## src/rtl/fifo_wptr_full.sv

```systemverilog
// Write-side control stage of the asynchronous FIFO.
// Owns the binary and Gray write pointers and drives the fifo_mem write port.
// Brings the read-domain Gray pointer across with a two-flop synchronizer.
// Derives full, almost_full, a pessimistic fill level and a sticky overflow flag.
module fifo_wptr_full #(
  parameter int ADDR_SIZE = 3,
  parameter int AF_THRESH = 6
) (
  input  logic                 clk,
  input  logic                 rst_n,
  input  logic                 w_inc,
  input  logic [ADDR_SIZE:0]   r_ptr_gray,
  input  logic                 clr_ovf,
  output logic                 w_en,
  output logic [ADDR_SIZE-1:0] w_addr,
  output logic [ADDR_SIZE:0]   w_ptr_gray,
  output logic                 full,
  output logic                 almost_full,
  output logic [ADDR_SIZE:0]   level,
  output logic                 overflow
);

  // Pointer width: one extra MSB separates "full" from "empty" when the
  // address bits of the two pointers are equal.
  localparam int PW = ADDR_SIZE + 1;

  // The threshold is compared in pointer width so the comparison is unsigned
  // and the widths match; the legal threshold range always fits in PW bits.
  localparam logic [PW-1:0] AF_LIMIT = PW'(AF_THRESH);

  // Gray-to-binary conversion: each binary bit is the XOR of all Gray bits
  // from the MSB down to that position.
  function automatic logic [PW-1:0] gray2bin(input logic [PW-1:0] g);
    logic [PW-1:0] b;
    b         = '0;
    b[PW-1]   = g[PW-1];
    for (int i = PW - 2; i >= 0; i--) begin
      b[i] = b[i+1] ^ g[i];
    end
    return b;
  endfunction

  logic [PW-1:0] w_bin;
  logic [PW-1:0] w_bin_next;
  logic [PW-1:0] w_gray_next;
  logic [PW-1:0] rq1;
  logic [PW-1:0] rq2;
  logic [PW-1:0] rbin;
  logic [PW-1:0] full_target;
  logic [PW-1:0] level_next;
  logic          full_next;
  logic          af_next;
  logic          ovf_set;

  // A push is only accepted while the registered full flag is low, so the
  // memory is never written when full, even in the cycle before full drops.
  assign w_en   = w_inc & ~full;
  assign w_addr = w_bin[ADDR_SIZE-1:0];

  // Next pointer values; the addition wraps naturally at 2**PW.
  assign w_bin_next  = w_bin + {{ADDR_SIZE{1'b0}}, w_en};
  assign w_gray_next = w_bin_next ^ (w_bin_next >> 1);

  // Read pointer seen from this domain, in binary for the level arithmetic.
  assign rbin = gray2bin(rq2);

  // Full when the next write pointer equals the synchronized read pointer with
  // its top two Gray bits inverted (one full lap ahead). With a single address
  // bit both pointer bits are "top" bits, so the whole pointer is inverted.
  generate
    if (ADDR_SIZE == 1) begin : g_full_narrow
      assign full_target = ~rq2;
    end else begin : g_full_wide
      assign full_target = {~rq2[PW-1:PW-2], rq2[PW-3:0]};
    end
  endgenerate

  // Fill count against the stale read pointer; it can only overstate the
  // fill, which keeps full and almost_full on the safe side.
  assign level_next = w_bin_next - rbin;
  assign full_next  = (w_gray_next == full_target);
  assign af_next    = (level_next >= AF_LIMIT);

  // A push attempted against the registered full flag is an overflow.
  assign ovf_set = w_inc & full;

  // Two-flop synchronizer for the read-domain Gray pointer; only rq2 is used.
  always_ff @(posedge clk or negedge rst_n) begin
    if (!rst_n) begin
      rq1 <= '0;
      rq2 <= '0;
    end else begin
      // NOTE: non-blocking assignments make rq2 take the old rq1, forming a
      // real two-stage chain instead of collapsing into one flop.
      rq1 <= r_ptr_gray;
      rq2 <= rq1;
    end
  end

  // Write pointers; the Gray copy leaves straight from a flop so the read
  // domain never sees a multi-bit glitch during an increment.
  always_ff @(posedge clk or negedge rst_n) begin
    if (!rst_n) begin
      w_bin      <= '0;
      w_ptr_gray <= '0;
    end else begin
      w_bin      <= w_bin_next;
      w_ptr_gray <= w_gray_next;
    end
  end

  // Registered status flags and fill level.
  always_ff @(posedge clk or negedge rst_n) begin
    if (!rst_n) begin
      full        <= 1'b0;
      almost_full <= 1'b0;
      level       <= '0;
    end else begin
      full        <= full_next;
      almost_full <= af_next;
      level       <= level_next;
    end
  end

  // Sticky overflow: a new overflow wins over a simultaneous clear.
  always_ff @(posedge clk or negedge rst_n) begin
    if (!rst_n) begin
      overflow <= 1'b0;
    end else if (ovf_set) begin
      overflow <= 1'b1;
    end else if (clr_ovf) begin
      overflow <= 1'b0;
    end
  end

endmodule

```

## config.mk

```make
export PLATFORM = sky130hd
export DESIGN_NAME = fifo_wptr_full
export DESIGN_NICKNAME = d
export VERILOG_FILES = /design/src/rtl/fifo_wptr_full.sv
export SDC_FILE = /design/constraint.sdc
export NUM_CORES = 1
export LEC_CHECK = 0
export BUFFER_PORTS_ARGS = -buffer_cell sky130_fd_sc_hd__buf_2
export CAP_MARGIN = 20
export CORE_UTILIZATION = 40
export CTS_CLUSTER_SIZE = 10
export DETAILED_ROUTE_END_ITERATION = 10
export PLACE_DENSITY = 0.64
export SETUP_SLACK_MARGIN = 0.02
export SKIP_CTS_REPAIR_TIMING = 1
export SYNTH_ARGS = -nofsm -noshare
export SYNTH_HDL_FRONTEND = slang
export SYNTH_SLANG_ARGS = --single-unit
```

## constraint.sdc

```tcl
create_clock -name clk -period 2.5 [get_ports clk]
set_clock_uncertainty 0.1 [all_clocks]
set_input_delay 0.5 -clock clk [delete_from_list [all_inputs] [get_ports clk]]
set_output_delay 0.5 -clock clk [all_outputs]
set_load 0.05 [all_outputs]
```

==> results.cfg <==
[run_status]
status = complete, no violations

[placed_design]
gp_congestion = 0.679
place_worst_setup_slack_ns = 0.121
dpl.hpwl_um = 1020
io_buffers = 22

[critical_path]
kind_of_critical_path = reg2reg
cp_slowest_stage_delay_ns = 0.44
crit_arrival_ns = 2.39
endpoint_kind = flop
cp_data_required_time_ns = 2.62
timing.critical_path.cells = xnor2_1, xor2_1, xnor2_1, ha_1, fa_1, xnor2_1, a21o_1
cp_slowest_cell = sky130_fd_sc_hd__dfrtp_1
most_common_cell_on_crit_path = sky130_fd_sc_hd__xnor2_1
critPathMaxFanout = 4
worstPathBufferInverterCount = 0
start_kind = flop
timing.critical_path.max_delay_family = XOR/XNOR gates

[clocking]
clock_tree.htree_level_count = 1
cts_buffers = 3
cts_num_sinks = 22
root_buffer = sky130_fd_sc_hd__clkbuf_4
worstSkewPairLatency_ns = 0.31
number_of_buffers_on_the_longest_clock_path = 2
tritoncts = built
clkSlewWorstSetupHoldPaths_ns = 0.12

[synth]
count_of_yosys_warnings_during_synthesis = 0
instance_count_of_the_mapped_netlist = 61
synth_top_family_by_area = XOR/XNOR gates
synth.ff_latch_count = 22
post_synthesis_adder_cell_area_fraction_pct = 9.39
synth-simple-area-share_pct = 5.26
synth_area_sq_um = 880
seq_area_frac_synth_pct = 62.6
synth_compound_area_share_pct = 3.41
synth.avg_cell_area_sq_um = 14.4
distinct_cell_type_count_of_the_synthesized_netlist = 17
synth.mux.area_fraction_pct = 0
synth_fp_nets = 75
yosys.area_share.xor_xnor_pct = 16.4

[sta]
accumulated_negative_setup_slack_ns = 0
worst_slew_margin_rel_pct = 68.2
finalSetupViolCount = 0
layout_worst_path_cycle_share_pct = 90.8
post-route-min-period_ns = 2.27
slew_viol_final = 0
hold_violations = 0
maxClockFrequency_mhz = 441
layout_setup_ws_ns = 0.230
grt_setup_unrepaired = false
worst-slew-pin-transition_ns = 0.477

[global_routing]
largest_net_degree_at_the_start_of_global_routing = 23
grt_pass1_wl_um = 2330
globalRoute.totalOverflow = 0
grt.total_usage_pct = 13.8
antenna_found_initial = 0
number_of_global_route_vias_before_repair = 540

[detailed_routing]
detail_route.wl_per_cell_um = 11.5
firstDrtPassIters = 1
num_vias = 534
antenna_violating_nets_post_route = 0
drt-vias-per-instance = 4.60
wirelength_um = 1330
drc = 0
dr.first_iter.drc_count = 0

[finish]
drive_above_1_share_pct = 40.4
nFillCells = 185
diodes = 0
final_nets = 104
flow.area_growth_from_synthesis_pct = 28.7

[die]
core_box_area_sq_mm = 0.00202
initial_utilization_pct = 43.5
fp.dieW_um = 48.9
floorplan.die_area_sq_mm = 0.00239
dieHeight_um = 48.9
floorplan.io_pins = 23
rows = 16

[hold_path]
hold_path_class = in2async

[run]
max-cap-violations = 0
-- cells in the final DEF (no fill, tap or decap) --
| cell | count |
|---|---|
| sky130_fd_sc_hd__a21o_1 | 1 |
| sky130_fd_sc_hd__a21oi_1 | 1 |
| sky130_fd_sc_hd__a22oi_1 | 1 |
| sky130_fd_sc_hd__buf_2 | 22 |
| sky130_fd_sc_hd__buf_4 | 2 |
| sky130_fd_sc_hd__clkbuf_4 | 3 |
| sky130_fd_sc_hd__clkbuf_8 | 1 |
| sky130_fd_sc_hd__dfrtp_1 | 21 |
| sky130_fd_sc_hd__dfrtp_2 | 1 |
| sky130_fd_sc_hd__fa_1 | 1 |
| sky130_fd_sc_hd__ha_1 | 2 |
| sky130_fd_sc_hd__ha_4 | 3 |
| sky130_fd_sc_hd__inv_1 | 7 |
| sky130_fd_sc_hd__nand2_1 | 2 |
| sky130_fd_sc_hd__nand3_1 | 2 |
| sky130_fd_sc_hd__nand3_2 | 1 |
| sky130_fd_sc_hd__nor2b_4 | 1 |
| sky130_fd_sc_hd__o21ai_0 | 1 |
| sky130_fd_sc_hd__o21ai_1 | 1 |
| sky130_fd_sc_hd__or3_1 | 2 |
| sky130_fd_sc_hd__xnor2_1 | 5 |
| sky130_fd_sc_hd__xor2_1 | 5 |
| sky130_fd_sc_hd__xor2_2 | 1 |
| sky130_fd_sc_hd__xor2_4 | 1 |
| sky130_fd_sc_hd__xor3_1 | 1 |
-- layout make-up --
type                       instances  area (sq um)  area share (%)
timing repair buffer              24           125            11.0
inverter                           7          26.3            2.32
sequential                        22           552            48.7
clock buffer                       4          36.3            3.20
multi-input combinational         32           359            31.7
tap                               27          33.8            2.98
-- final timing paths --
kind / startpoint / endpoint / slack, ns / cells after the start
max: rq2[3] / almost_full / 0.23 / 7
min: rst_n / w_ptr_gray[2] / 0.03 / 1
max reg2reg: rq2[3] / almost_full / 0.23 / 7
min reg2reg: rq1[1] / rq2[1] / 0.26 / 0
max in group asynchronous: rst_n / full / 1.92 / 1
min in group clk: r_ptr_gray[2] / rq1[2] / 0.18 / 1
-- cells in the mapped netlist (all sizes together) --
| library cell | n | area [sq um] |
|---|---|---|
| dfrtp | 22 | 551 |
| inv | 7 | 26.3 |
| xor2 | 7 | 76.3 |
| ha | 5 | 62.6 |
| xnor2 | 5 | 43.8 |
| nand3 | 3 | 20.0 |
| nand2 | 2 | 7.51 |
| o21ai | 2 | 10.0 |
| or3 | 2 | 12.5 |
| a21o | 1 | 7.51 |
| a21oi | 1 | 5.00 |
| a22oi | 1 | 7.51 |
| fa | 1 | 20.0 |
| nor2b | 1 | 6.26 |
| xor3 | 1 | 23.8 |
-- state kept, by name, summed over array words and instances (netlist names) --
name         cells
level            4
rq1              4
rq2              4
w_bin            4
w_ptr_gray       3
almost_full      1
full             1
overflow         1
-- routing by layer --
layer | share of wire (%) | GRT usage [%] | wire length (um)
met5 | 0 | 0 | 0
met4 | 3.0 | 10.3 | 40
met3 | 5.2 | 4.05 | 69
met2 | 52 | 24.5 | 699
met1 | 39 | 13.2 | 523
-- cells by family (layout without fill, tap and decap cells) --
| kind of cell | after synthesis | in the layout |
|---|---|---|
| xor+xnor | 13 | 13 |
| compound gates | 5 | 5 |
| buf+inv | 7 | 35 |
| flops | 22 | 22 |
| simple gates | 8 | 8 |
| fa+ha+maj | 6 | 6 |
-- per-stage QoR --
stage               cell area (sq um)  hold WS [ns]  instances  util (%)
floorplan                         937         0.104         61         -
global placement                 1100         0.231        112      54.2
detailed placement               1100         0.236        112      54.2
CTS                              1130        0.0303        116      56.0
global route                     1130        0.0517        116      56.0
finish                           1130        0.0269        116      56.0
Power is not shown: default switching activity piles up to over one toggle a cycle in this logic, so the estimate is an artifact.
